===== src/rtl/riscv_pkg.sv =====
// Shared types and constants for the RISC-V core front end.
package riscv_pkg;
    localparam int XLEN = 32;
    localparam logic [XLEN-1:0] NOP_INSTR = 32'h0000_0013;

    typedef enum logic [1:0] {FETCH, WAIT, HOLD} fetch_state_e;

    // Instruction held for decode together with its address.
    typedef struct packed {
        logic [XLEN-1:0] pc;
        logic [XLEN-1:0] instr;
    } fetch_pkt_t;

    function automatic logic [XLEN-1:0] align_pc(input logic [XLEN-1:0] a);
        return a & ~32'h3;
    endfunction
endpackage


===== src/rtl/cycle_counter.sv =====
// Free-running cycle counter, cleared by synchronous reset, wraps naturally.
module cycle_counter
    import riscv_pkg::*;
(
    input  logic            clk,
    input  logic            reset,
    output logic [XLEN-1:0] count
);
    always_ff @(posedge clk) begin
        if (reset) count <= '0;
        else       count <= count + 1'b1;
    end
endmodule


===== src/rtl/fetch_unit.sv =====
// Instruction fetch: owns the PC, issues word reads to imem and hands each
// instruction to decode over valid/ready; redirects squash in-flight work.
module fetch_unit
    import riscv_pkg::*;
#(
    parameter logic [31:0] RESET_PC = 32'h0000_0000
) (
    input  logic        clk,
    input  logic        reset,
    output logic        imem_req,
    output logic [31:0] imem_addr,
    input  logic        imem_gnt,
    input  logic        imem_rvalid,
    input  logic [31:0] imem_rdata,
    input  logic        redirect_valid,
    input  logic [31:0] redirect_pc,
    output logic        instr_valid,
    input  logic        instr_ready,
    output logic [31:0] pc,
    output logic [31:0] instr,
    output logic [31:0] cycle
);
    fetch_state_e    state, state_d;
    logic [XLEN-1:0] fetch_pc, fetch_pc_d;
    fetch_pkt_t      held, held_d;
    logic            valid_d;
    logic            discard, discard_d;

    cycle_counter u_cycle (
        .clk   (clk),
        .reset (reset),
        .count (cycle)
    );

    always_ff @(posedge clk) begin
        if (reset) begin
            state       <= FETCH;
            fetch_pc    <= RESET_PC;
            held        <= '{pc: RESET_PC, instr: NOP_INSTR};
            instr_valid <= 1'b0;
            discard     <= 1'b0;
        end else begin
            state       <= state_d;
            fetch_pc    <= fetch_pc_d;
            held        <= held_d;
            instr_valid <= valid_d;
            discard     <= discard_d;
        end
    end

    always_comb begin
        state_d    = state;
        fetch_pc_d = fetch_pc;
        held_d     = held;
        valid_d    = instr_valid;
        discard_d  = discard;
        imem_req   = 1'b0;
        case (state)
            FETCH: begin
                imem_req = !redirect_valid;
                if (redirect_valid) fetch_pc_d = align_pc(redirect_pc);
                else if (imem_gnt)  state_d    = WAIT;
            end
            WAIT: begin
                if (redirect_valid) begin
                    fetch_pc_d = align_pc(redirect_pc);
                    discard_d  = 1'b1;
                end
                // The response belongs to a stale PC once any redirect has been seen.
                if (imem_rvalid) begin
                    if (discard || redirect_valid) begin
                        discard_d = 1'b0;
                        state_d   = FETCH;
                    end else begin
                        held_d     = '{pc: fetch_pc, instr: imem_rdata};
                        fetch_pc_d = fetch_pc + 32'd4;
                        valid_d    = 1'b1;
                        state_d    = HOLD;
                    end
                end
            end
            HOLD: begin
                if (instr_ready || redirect_valid) begin
                    valid_d = 1'b0;
                    state_d = FETCH;
                    if (redirect_valid) fetch_pc_d = align_pc(redirect_pc);
                end
            end
            default: state_d = FETCH;
        endcase
    end

    assign imem_addr = fetch_pc;
    assign pc        = held.pc;
    assign instr     = held.instr;
endmodule


===== config.mk =====
export PLATFORM = sky130hd
export DESIGN_NAME = fetch_unit
export DESIGN_NICKNAME = d
export VERILOG_FILES = /design/src/rtl/riscv_pkg.sv /design/src/rtl/cycle_counter.sv /design/src/rtl/fetch_unit.sv
export SDC_FILE = /design/constraint.sdc
export NUM_CORES = 1
export LEC_CHECK = 0
export ABC_AREA = 1
export CAP_MARGIN = 40
export CORE_MARGIN = 2
export CORE_UTILIZATION = 35
export CTS_CLUSTER_SIZE = 30
export DETAILED_ROUTE_END_ITERATION = 8
export MAX_ROUTING_LAYER = met4
export SLEW_MARGIN = 20
export SYNTH_ARGS = -nofsm -noshare
export SYNTH_HDL_FRONTEND = slang
export SYNTH_SLANG_ARGS = --single-unit

===== constraint.sdc =====
create_clock -name clk -period 2.35 [get_ports clk]
set_clock_uncertainty 0.05 [all_clocks]
set_input_delay 0.47 -clock clk [delete_from_list [all_inputs] [get_ports clk]]
set_output_delay 0.47 -clock clk [all_outputs]
set_load 0.03 [all_outputs]

==> impl_metrics.env <==
export IMPL_synth_edf_count=0
export IMPL_crit_type="register to output port"
export IMPL_dr_pass1_iters=5
export IMPL_die_x_um=141
export IMPL_dp_slack_ps=40.6
export IMPL_synth_area_um2=6520
export IMPL_status="finished, final reports clean"
export IMPL_syn_num_nets=1021
export IMPL_critPathMaxFanout=6
export IMPL_final_cell_area_um2=9430
export IMPL_antenna_left=0
export IMPL_rsz0062_at_grt="false"
export IMPL_port_buffers=197
export IMPL_holdBufCountCts=0
export IMPL_cts_setup_buffers=0
export IMPL_fin_tns_setup_ps=0
export IMPL_clkSinkCount=132
export IMPL_slew_headroom_pct=48.6
export IMPL_cts_buffers=17
export IMPL_syn_area_per_cell_um2=6.87
export IMPL_hpwl_mm=15.6
export IMPL_cp_top_family="buffers and inverters"
export IMPL_start_util_pct=35.9
export IMPL_period_share_pct=92.6
export IMPL_grt_usage_pct=22.5
export IMPL_synth_ff_type="dfxtp_1"
export IMPL_drcViolationCount=0
export IMPL_p_leak_nw=3.58
export IMPL_placed_cell_area_um2=8810
export IMPL_die_h_um=141
export IMPL_clock_latency_ps=420
export IMPL_slowest_delay_ps=750
export IMPL_path_buf_inv=1
export IMPL_multi_input_area_um2=3390
export IMPL_critPathLaunchType="register"
export IMPL_power_density_nw_per_um2=628
export IMPL_ctsResizeCount=0
export IMPL_io_pins=200
export IMPL_clock_path_buffers=2
export IMPL_row_count=49
export IMPL_wl_per_cell_um=15.3
export IMPL_yosys_register_bits=132
export IMPL_via_count=6824
export IMPL_fmax_mhz=460
export IMPL_drtIter0Drc=406
export IMPL_synth_async_reset_ratio_pct=0
export IMPL_ys_types=44
export IMPL_setup_ws_ps=174
export IMPL_drive_above_1_share_pct=9.63
export IMPL_syn2layout_area_growth_pct=44.6
export IMPL_fin_crit_ps=2180
export IMPL_die_area_um2=19700
export IMPL_end_kind="output port"
export IMPL_hold_viol=0
export IMPL_setup_viol=0
export IMPL_gp_congestion=0.861
export IMPL_drt_wl_total_mm=21.4
export IMPL_layoutNonFillerInstCount=1393
export IMPL_fillers=1839
export IMPL_place_inst=1360
export IMPL_first_global_vias=6595
export IMPL_holdWs_ps=418
export IMPL_htree_num_levels=4
export IMPL_syn_inst=949
export IMPL_vdd_drop_max_v=0.000497
export IMPL_max_cap_viol_count=0
export IMPL_core_um2=18100
export IMPL_grt_max_degree=62
export IMPL_antenna_found_initial=1
export IMPL_fin_util_pct=52.0
export IMPL_synth_warnings=0
export IMPL_path_clk_slew_ps=60
export IMPL_seqCellArea_um2=2640
export IMPL_seq_area_frac_synth_pct=40.5
export IMPL_min_path_type="register to register"
export IMPL_avgViaCountPerCell=4.90
export IMPL_worst_pin_slew_ps=771
export IMPL_grt_pass1_wl_mm=34.6
export IMPL_slowest_stage="clkdlybuf4s50_1"
export IMPL_cts_tree="done"
export IMPL_worstPathRequired_ps=1830
export IMPL_path_cells="clkdlybuf4s50_1"
export IMPL_cts_root_buf="clkbuf_16"
export IMPL_arrival_ps=1660
export IMPL_power_mw=5.92
export IMPL_gr_total_overflow=0
export IMPL_finalMaxSlewViolations=0
export IMPL_fin_nets=1222
-- path summary, 6_finish.rpt --
kind	from	endpoint	slack, ps	cells past startpoint
max reg2reg	imem_addr[3]$_SDFFE_PP0P_	imem_addr[18]$_SDFFE_PP0P_	430	10
min reg2reg	u_cycle.count[0]$_SDFF_PP0_	u_cycle.count[0]$_SDFF_PP0_	420	1
min	u_cycle.count[0]$_SDFF_PP0_	u_cycle.count[0]$_SDFF_PP0_	420	1
max	imem_addr[9]$_SDFFE_PP0P_	imem_addr[9]	170	1
-- synthesized netlist by cell type, types with 2 or more instances --
library cell	number	share of area (%)
a211oi_1	4	0.46
a211oi_2	13	2.5
a21oi_1	58	4.4
a31oi_1	6	0.58
a32oi_1	2	0.27
buf_1	2	0.12
buf_2	6	0.46
buf_4	2	0.23
buf_6	5	0.86
clkbuf_1	25	1.4
dfxtp_1	132	41
ha_1	2	0.38
inv_1	73	4.2
inv_2	3	0.17
mux2i_1	2	0.31
nand2_1	199	11
nand2_2	10	0.96
nand3_1	32	2.5
nand3b_1	2	0.23
nand4_1	16	1.5
nor2_1	183	11
nor2_2	2	0.19
nor2_4	9	1.6
nor3_1	21	1.6
nor3b_1	4	0.46
o211a_1	2	0.31
o211ai_1	3	0.35
o21ai_0	92	7.1
o21ai_1	4	0.31
o22ai_1	2	0.19
or2_0	3	0.29
or2_2	11	1.1
xnor2_1	3	0.40
xor2_1	6	0.81
-- report_power, final --
group	switching, mW	leakage [nW]	internal (mW)
combinational	0.407	2.21	0.321
sequential	0.0830	1.07	2.31
clock	1.05	0.298	1.75
-- cell families (layout without fill, tap and decap cells) --
logic type	after synthesis	in the layout	share of synthesized area, %
mux	2	2	0.307
flops	132	132	40.5
simple gates	497	497	33.0
xor+xnor	9	9	1.21
other cells	0	1	0
fa+ha+maj	2	2	0.384
compound gates	191	191	17.1
buf+inv	116	330	7.48
-- state kept, by name, indices dropped and copies added, names as in the netlist --
| register | count |
|---|---|
| pc | 32 |
| imem_addr | 32 |
| instr | 32 |
| state | 2 |
| u_cycle.count | 32 |
| discard | 1 |
| instr_valid | 1 |
-- layout make-up --
cell class              instances  share of cell area (%)
repair buffers                222                    23.3
multi-input cells             701                    36.0
inverters                      76                    3.02
flip-flops and latches        132                    28.0
well taps                     229                    3.04
clock buffers                  20                    4.95
diodes                          1                  0.0265
clock inverters                12                    1.63
-- worst reg2reg max path: cells and delay by family (launching register included) --
| kind | cells | cell delay (ps) |
|---|---|---|
| AO/OA/AOI/OAI | 1 | 120 |
| flip-flops | 1 | 420 |
| AND/OR/NAND/NOR | 6 | 770 |
| XOR/XNOR | 1 | 150 |
| buffers and inverters | 1 | 140 |
| adder cells (fa/ha/maj) | 1 | 210 |
-- layer usage --
metal / vias up / global-route usage (%) / routed length (um)
met1: 3092 / 28.5 / 9780
met3: 33 / 5.06 / 1270
met4: 0 / 7.68 / 484
met2: 190 / 35.7 / 9830
li1: 3509 / - / -
met5: - / - / 0
-- placed cells by master (no fill, tap or decap), types with 4 or more instances in the layout --
cell type        count
a211oi_1             4
a211oi_2            13
a21oi_1             58
a31oi_1              6
buf_12               4
buf_4               22
clkbuf_16           17
clkdlybuf4s50_1    195
dfxtp_1            132
inv_1               72
inv_2                4
nand2_1            199
nand2_2             10
nand3_1             32
nand4_1             16
nor2_1             183
nor2_4               9
nor3_1              21
nor3b_1              4
o21ai_0             92
o21ai_1              4
or2_2               11
xor2_1               6
(Power assumes the default switching activity.)
